## config.mk

```make
export PLATFORM = sky130hd
export DESIGN_NAME = branch_resolve
export DESIGN_NICKNAME = d
export VERILOG_FILES = /design/src/rtl/branch_resolve.sv
export SDC_FILE = /design/constraint.sdc
export NUM_CORES = 1
export LEC_CHECK = 0
export BUFFER_PORTS_ARGS = -buffer_cell sky130_fd_sc_hd__buf_4
export CAP_MARGIN = 25
export CELL_PAD_IN_SITES_DETAIL_PLACEMENT = 0
export CELL_PAD_IN_SITES_GLOBAL_PLACEMENT = 1
export CORE_ASPECT_RATIO = 1.25
export CORE_MARGIN = 5
export CORE_UTILIZATION = 35
export DETAILED_ROUTE_END_ITERATION = 7
export PLACE_DENSITY = 0.88
export SETUP_SLACK_MARGIN = 0.3
export SLEW_MARGIN = 20
export SYNTH_ARGS = -nofsm -noshare
export SYNTH_HDL_FRONTEND = slang
export SYNTH_SLANG_ARGS = --single-unit
```

## constraint.sdc

```tcl
create_clock -name clk_i -period 3 [get_ports clk_i]
set_input_delay 0.15 -clock clk_i [delete_from_list [all_inputs] [get_ports clk_i]]
set_output_delay 0.15 -clock clk_i [all_outputs]
set_load 0.02 [all_outputs]
```

## src/rtl/branch_resolve.sv

```systemverilog
// Branch resolve: evaluates the branch condition from comparator flags; optional counters under BRANCH_RESOLVE_STATS_EN.
// Latency: 1 cycle from accept to resolved/taken/redirect; flush_o lasts FLUSH_DEPTH cycles after a taken branch.
// Backpressure: ready_o is low for the whole flush, and the source must hold its operation until it is accepted.
module branch_resolve #(
  parameter int FLUSH_DEPTH = 2
) (
  input  logic        clk_i,
  input  logic        rst_i,
  input  logic        valid_i,
  output logic        ready_o,
  input  logic [2:0]  funct3_i,
  input  logic        equal_i,
  input  logic        alarger_i,
  input  logic        blarger_i,
  input  logic        a_sign_i,
  input  logic        b_sign_i,
  input  logic [31:0] target_i,
  output logic        resolved_o,
  output logic        taken_o,
  output logic        redirect_o,
  output logic [31:0] redirect_pc_o,
  output logic        flush_o,
  output logic        illegal_o,
  output logic        flag_err_o
`ifdef BRANCH_RESOLVE_STATS_EN
  ,
  output logic [15:0] taken_cnt_o,
  output logic [15:0] nottaken_cnt_o
`endif
);

  localparam logic [0:0] IDLE  = 1'b0;
  localparam logic [0:0] FLUSH = 1'b1;
  // The counter holds the flush cycles remaining after the current one.
  localparam logic [2:0] CNT_LOAD = 3'(FLUSH_DEPTH - 1);

  logic [0:0]  state_q;
  logic [2:0]  cnt_q;
  logic [31:0] pc_q;
  logic        resolved_q, taken_q, redirect_q, illegal_q, flag_err_q;

  logic flags_ok, lt_s, legal, cond, taken_w, accept;

  always_comb begin
    flags_ok = 1'b0;
    case ({equal_i, alarger_i, blarger_i})
      3'b100, 3'b010, 3'b001: flags_ok = 1'b1;
      default:                flags_ok = 1'b0;
    endcase
  end

  // On a sign mismatch, the negative operand is the smaller one.
  assign lt_s = (a_sign_i != b_sign_i) ? a_sign_i : blarger_i;

  always_comb begin
    legal = 1'b1;
    cond  = 1'b0;
    case (funct3_i)
      3'b000:  cond = equal_i;
      3'b001:  cond = ~equal_i;
      3'b100:  cond = lt_s;
      3'b101:  cond = ~lt_s;
      3'b110:  cond = blarger_i;
      3'b111:  cond = ~blarger_i;
      default: legal = 1'b0;
    endcase
  end

  assign taken_w = legal & flags_ok & cond;
  assign ready_o = (state_q == IDLE);
  assign accept  = valid_i & ready_o;

  always_ff @(posedge clk_i) begin
    if (rst_i) begin
      state_q    <= IDLE;
      cnt_q      <= 3'd0;
      pc_q       <= 32'd0;
      resolved_q <= 1'b0;
      taken_q    <= 1'b0;
      redirect_q <= 1'b0;
      illegal_q  <= 1'b0;
      flag_err_q <= 1'b0;
    end else begin
      resolved_q <= accept;
      taken_q    <= accept & taken_w;
      redirect_q <= accept & taken_w;
      illegal_q  <= accept & ~legal;
      flag_err_q <= accept & ~flags_ok;
      if (state_q == IDLE) begin
        if (accept && taken_w) begin
          state_q <= FLUSH;
          cnt_q   <= CNT_LOAD;
          pc_q    <= target_i;
        end
      end else if (cnt_q == 3'd0) begin
        state_q <= IDLE;
        pc_q    <= 32'd0;
      end else begin
        cnt_q <= cnt_q - 3'd1;
      end
    end
  end

  assign resolved_o    = resolved_q;
  assign taken_o       = taken_q;
  assign redirect_o    = redirect_q;
  assign illegal_o     = illegal_q;
  assign flag_err_o    = flag_err_q;
  assign flush_o       = (state_q == FLUSH);
  assign redirect_pc_o = flush_o ? pc_q : 32'd0;

`ifdef BRANCH_RESOLVE_STATS_EN
  logic [15:0] taken_cnt_q, nottaken_cnt_q;

  always_ff @(posedge clk_i) begin
    if (rst_i) begin
      taken_cnt_q    <= 16'd0;
      nottaken_cnt_q <= 16'd0;
    end else if (accept) begin
      if (taken_w) begin
        if (taken_cnt_q != 16'hFFFF) taken_cnt_q <= taken_cnt_q + 16'd1;
      end else begin
        if (nottaken_cnt_q != 16'hFFFF) nottaken_cnt_q <= nottaken_cnt_q + 16'd1;
      end
    end
  end

  assign taken_cnt_o    = taken_cnt_q;
  assign nottaken_cnt_o = nottaken_cnt_q;
`endif

endmodule

```

# After elaboration in Yosys (flattened, before gate mapping)
# Cells that the tools add are included.
# Widths: inputs -> output; s select.
dict set report totals {
  input_bits 43
  regBits 40
  out_inout_bits 39
  elab_cells 53
}
dict set report classes {
  add_sub_neg 1
  reduce_logical 8
  eq_ne 11
  bitwise 12
  n_mux 14
}
# operator count
set ops {}
lappend ops {{$mux 32} 4}
lappend ops {{$eq 3x3->1 const B} 5}
lappend ops {{$mux 3} 3}
lappend ops {{$and 1x1->1} 6}
lappend ops {{$eq 3x1->1 const B} 2}
lappend ops {{$logic_not 3->1} 2}
lappend ops {{$mux 1} 6}
lappend ops {{$not 1->1} 6}
lappend ops {{$pmux 1 s6} 1}
lappend ops {{$reduce_or 6->1} 1}
lappend ops {{$reduce_and 2->1} 2}
lappend ops {{$eq 3x2->1 const B} 1}
lappend ops {{$reduce_or 3->1} 1}
lappend ops {{$sub 3x1->3 const B} 1}
lappend ops {{$ne 2x1->1 const B} 1}
lappend ops {{$ne 2x2->1 const B} 1}
lappend ops {{$reduce_bool 2->1} 1}
lappend ops {{$logic_and 1x1->1} 1}
lappend ops {{$ne 1x1->1} 1}

# Depth between registers and ports, before layout
dict set report logic_depth {
  depth_word 8
  depth_mapped 7
  depth_no_buf 6
}

# Worst setup path before layout
# Ideal clock, no wire load.
dict set report synth_path {
  kind {reg2reg}
  startpoint {reg state_q, in the netlist flush_o}
  endpoint {reg pc_q[0]}
  path_buffers 3
  t_arrival_ps 1464
  stages_incl_launch_ff 8
  path_slack_ps 1465
  path_cell_list {dfxtp_1 > clkbuf_1 > nor2b_1 > and3_1 > o21ai_2 > buf_6 > buf_12 > mux2i_1}
}
dict set report synth_between {
  elab_chain_cells 5
}
# element line
set synth_lines {}
lappend synth_lines {{start: declaration} 37} ;# logic [0:0] state_q;
lappend synth_lines {{start signal: assignment} 75} ;# state_q <= IDLE;
lappend synth_lines {{start signal: assignment} 91} ;# state_q <= FLUSH;
lappend synth_lines {{start signal: assignment} 96} ;# state_q <= IDLE;
lappend synth_lines {{$not 1->1} --}
lappend synth_lines {{$and 1x1->1} 71} ;# assign accept = valid_i & ready_o;
lappend synth_lines {{$logic_and 1x1->1} 90} ;# if (accept && taken_w) begin
lappend synth_lines {{$reduce_bool 2->1 (no source line)} --}
lappend synth_lines {{$reduce_and 2->1 (no source line)} --}
lappend synth_lines {{end signal: assignment} 93} ;# pc_q <= target_i;
lappend synth_lines {{end: declaration} 39} ;# logic [31:0] pc_q;
# Parallel ways exist; a longest one is shown, timed or not.
# A chain may end at the register's enable or synchronous reset.

# Worst setup path after layout
dict set report layout_path {
  startpoint {reg state_q, in the netlist flush_o}
  endpoint {reg pc_q[22]}
}
# The elaborated chain is that of the path after synthesis.

==> impl_results.md <==
- Syn Inst Count: around 230
- RePlAce Congestion: about 0.7
- Number of global-route vias before repair: between 1500 and 2000
- Htree depth: 2
- Met1 GRT Util: 0.1405
- Total GRT Usage: 0.1252
- Final Non-Filler Cells: between 300 and 400
- Via count: between 1500 and 2000
- Crit path buf inv count: 1
- HP Class: in2reg
- Startpoint Class: register
- Initial Util: 0.3546
- Final hold vios: 0
- DRC viols: 0
- Final min period: ~1.9 ns
- Core area: 5741 µm²
- CTS hold repair buffers: 0
- M3 GR Usage: 0.03875
- Setup_tns: 0 ns
- Crit-path cells: nor2b_1, and3_1, o21ai_4, buf_12, mux2i_1
- Final Cycle Share: 0.6265
- Skew final: approximately 0.0016 ns
- Library cells used by synthesis: 30
- Die footprint: 7451 µm²
- Post-DRT Antenna Nets: 0
- Most frequent cell after synthesis: dfxtp_1
- Rel. slew slack: 0.4237
- Reg clk slew, reported paths: around 0.070 ns
- TritonCTS buffer count: 5
- Longest Clk Path Bufs: 2
- Detailed Place HPWL: between 3000 and 4000 µm
- Slowest CP cell: dfxtp_1
- Row cnt: 31
- Family with the most delay on the worst path: flip-flops
- # placed instances: around 360
- Pleak: around 0.0014 µW
- ANT cells: 0
- Pre-antenna DRT Iters: 4
- M2 GR Usage: 0.2264
- Worst slew pin tran: slightly below 0.9 ns
- Number of synthesis warnings: 0
- RSZ-0062 raised after global routing: no
- Async SR Flop Fraction: 0
- Layout cells sized above 1: 0.3133
- Vias per cell: between 4 and 5
- Total Routed Length: around 4500 µm
- Top-level port count: 82
- Root buffer cell: clkbuf_8
- Count of final setup violators: 0
- Yosys top cell by area: dfxtp_1
- Top cell type's share of synthesized area: 0.3934
- Top_reg_cell synth: dfxtp_1
- Die height: 95.27 µm
- Area contributors post-synth: dfxtp_1 (39%), mux2i_1 (16%), nand2b_1 (10%), and2_1 (9.8%), nand2_1 (6.3%)
- CTS Sinks: 40
- Setup crit end kind: register
- Top cells by count, synth: dfxtp_1 (40), nand2_1 (34), nand2b_1 (33), and2_1 (32), mux2i_1 (32)
- Slew Limit Fails: 0
- Setup bufs post-CTS: 0
- Largest net degree at the start of global routing: 41
- Die Width: between 70 and 80 µm
- Gr busiest metal: met2
- Critical path class: reg2reg
- PD cells: roughly 380 nW/µm²
- Worst EP arrival: roughly 2.1 ns
- Yosys reg bits: 40
- Gr ovfl total: 0
- Worst VDD drop: 286.9 µV
- CTS resizes: 0
- Syn_area_per_cell: roughly 9 µm²
- Area growth from synthesis to layout: 34.30%
- Skew-Pair Late Insertion Delay: approximately 0.28 ns
- Fmax: between 500 and 600 MHz
- 1st-iter DRT viols: 24
- Post-synthesis instance area: around 2000 µm²
- Seq/Total Area, Yosys: 0.3934
- Global-route wire length before repair: approximately 7500 µm
- Wire per inst: around 12 µm
- PortBufs: 81
- CP max FO: 20
- Status: finished clean
- Critical Path RT: 3.21 ns
- Crit path largest cell delay: approximately 0.68 ns
- Post-synth EDFFs: 0
- CTS tree: done
- Total Nets Final: 345
- Synthesized net count: between 200 and 300
- Number of antenna violations at the first check in global routing: 0
- Max capacitance violation total: 0
- Final core utilization: 0.4762
## cells in the final DEF, fill, tap and decap left out, types with 2 or more instances in the layout
| cell | instances |
|---|---|
| buf_4 | 82 |
| dfxtp_1 | 40 |
| nand2_1 | 34 |
| nand2b_1 | 33 |
| and2_1 | 32 |
| mux2i_1 | 32 |
| inv_1 | 7 |
| a21oi_1 | 5 |
| clkbuf_8 | 5 |
| nor3_1 | 3 |
| nor2_1 | 3 |
| or3_1 | 2 |
| o21a_1 | 2 |
| ha_1 | 2 |
## final cells by class
type	count	area, µm²
clock buffer	6	72.57
fill	585	3007
multi-input combinational	163	1111
inverter	7	26.28
timing repair buffer	83	635.6
clock inverter	1	5.005
tap	66	82.58
sequential	40	800.8
## worst reg2reg max path, cell delays in order (launching register included)
cell	delay [ns]
dfxtp_1	0.68
nor2b_1	0.13
and3_1	0.25
o21ai_4	0.27
buf_12	0.27
mux2i_1	0.21
## worst paths after layout
check	startpoint	endpoint	slack, ns	cells past startpoint
worst max-delay path	flush_o	pc_q[22]	1.12	5
worst min-delay path	target_i[25]	pc_q[25]	0.13	3
worst max register to register	flush_o	pc_q[22]	1.12	5
worst min register to register	pc_q[29]	pc_q[29]	0.45	2
## report_power, final
part	total (µW)	leakage [µW]	switching [µW]	internal, µW
Clock	327	0.0000410	169	158
Sequential	559	0.000324	9.37	549
Combinational	152	0.00102	70.9	81.4
## metrics by stage
stage / hold slack [ns] / power, µW / setup slack, ns / instance area (µm²)
after floorplan: 0.2857 / 660.5 / 1.465 / 2036
after global placement: 0.4135 / 722.7 / 1.042 / 2656
after detailed placement: 0.4215 / 725.8 / 0.9757 / 2656
after CTS: 0.1169 / 1061 / 1.056 / 2734
after global routing: 0.1243 / 1104 / 0.9495 / 2734
final: 0.1282 / 1037 / 1.120 / 2734
## cells by family after synthesis
group,after synthesis,synth area share
buf+inv,23,0.07192
fa+ha+maj,2,0.01229
flops,40,0.3934
compound gates,17,0.06331
mux,32,0.1573
xor+xnor,2,0.008606
simple gates,110,0.2932
## routing by layer
| metal | part of all wire | vias to the layer above |
|---|---|---|
| li1 | - | 873 |
| met1 | 0.41 | 776 |
| met2 | 0.52 | 48 |
| met3 | 0.064 | 4 |
| met4 | 0.011 | 0 |
| met5 | 0 | - |
## state kept, by name, indices dropped and copies added (netlist names)
register / flops
pc_q: 32
cnt_q: 3
flag_err_o: 1
flush_o: 1
illegal_o: 1
redirect_o: 1
resolved_o: 1
Note: power is estimated with default switching activity, not from simulation.
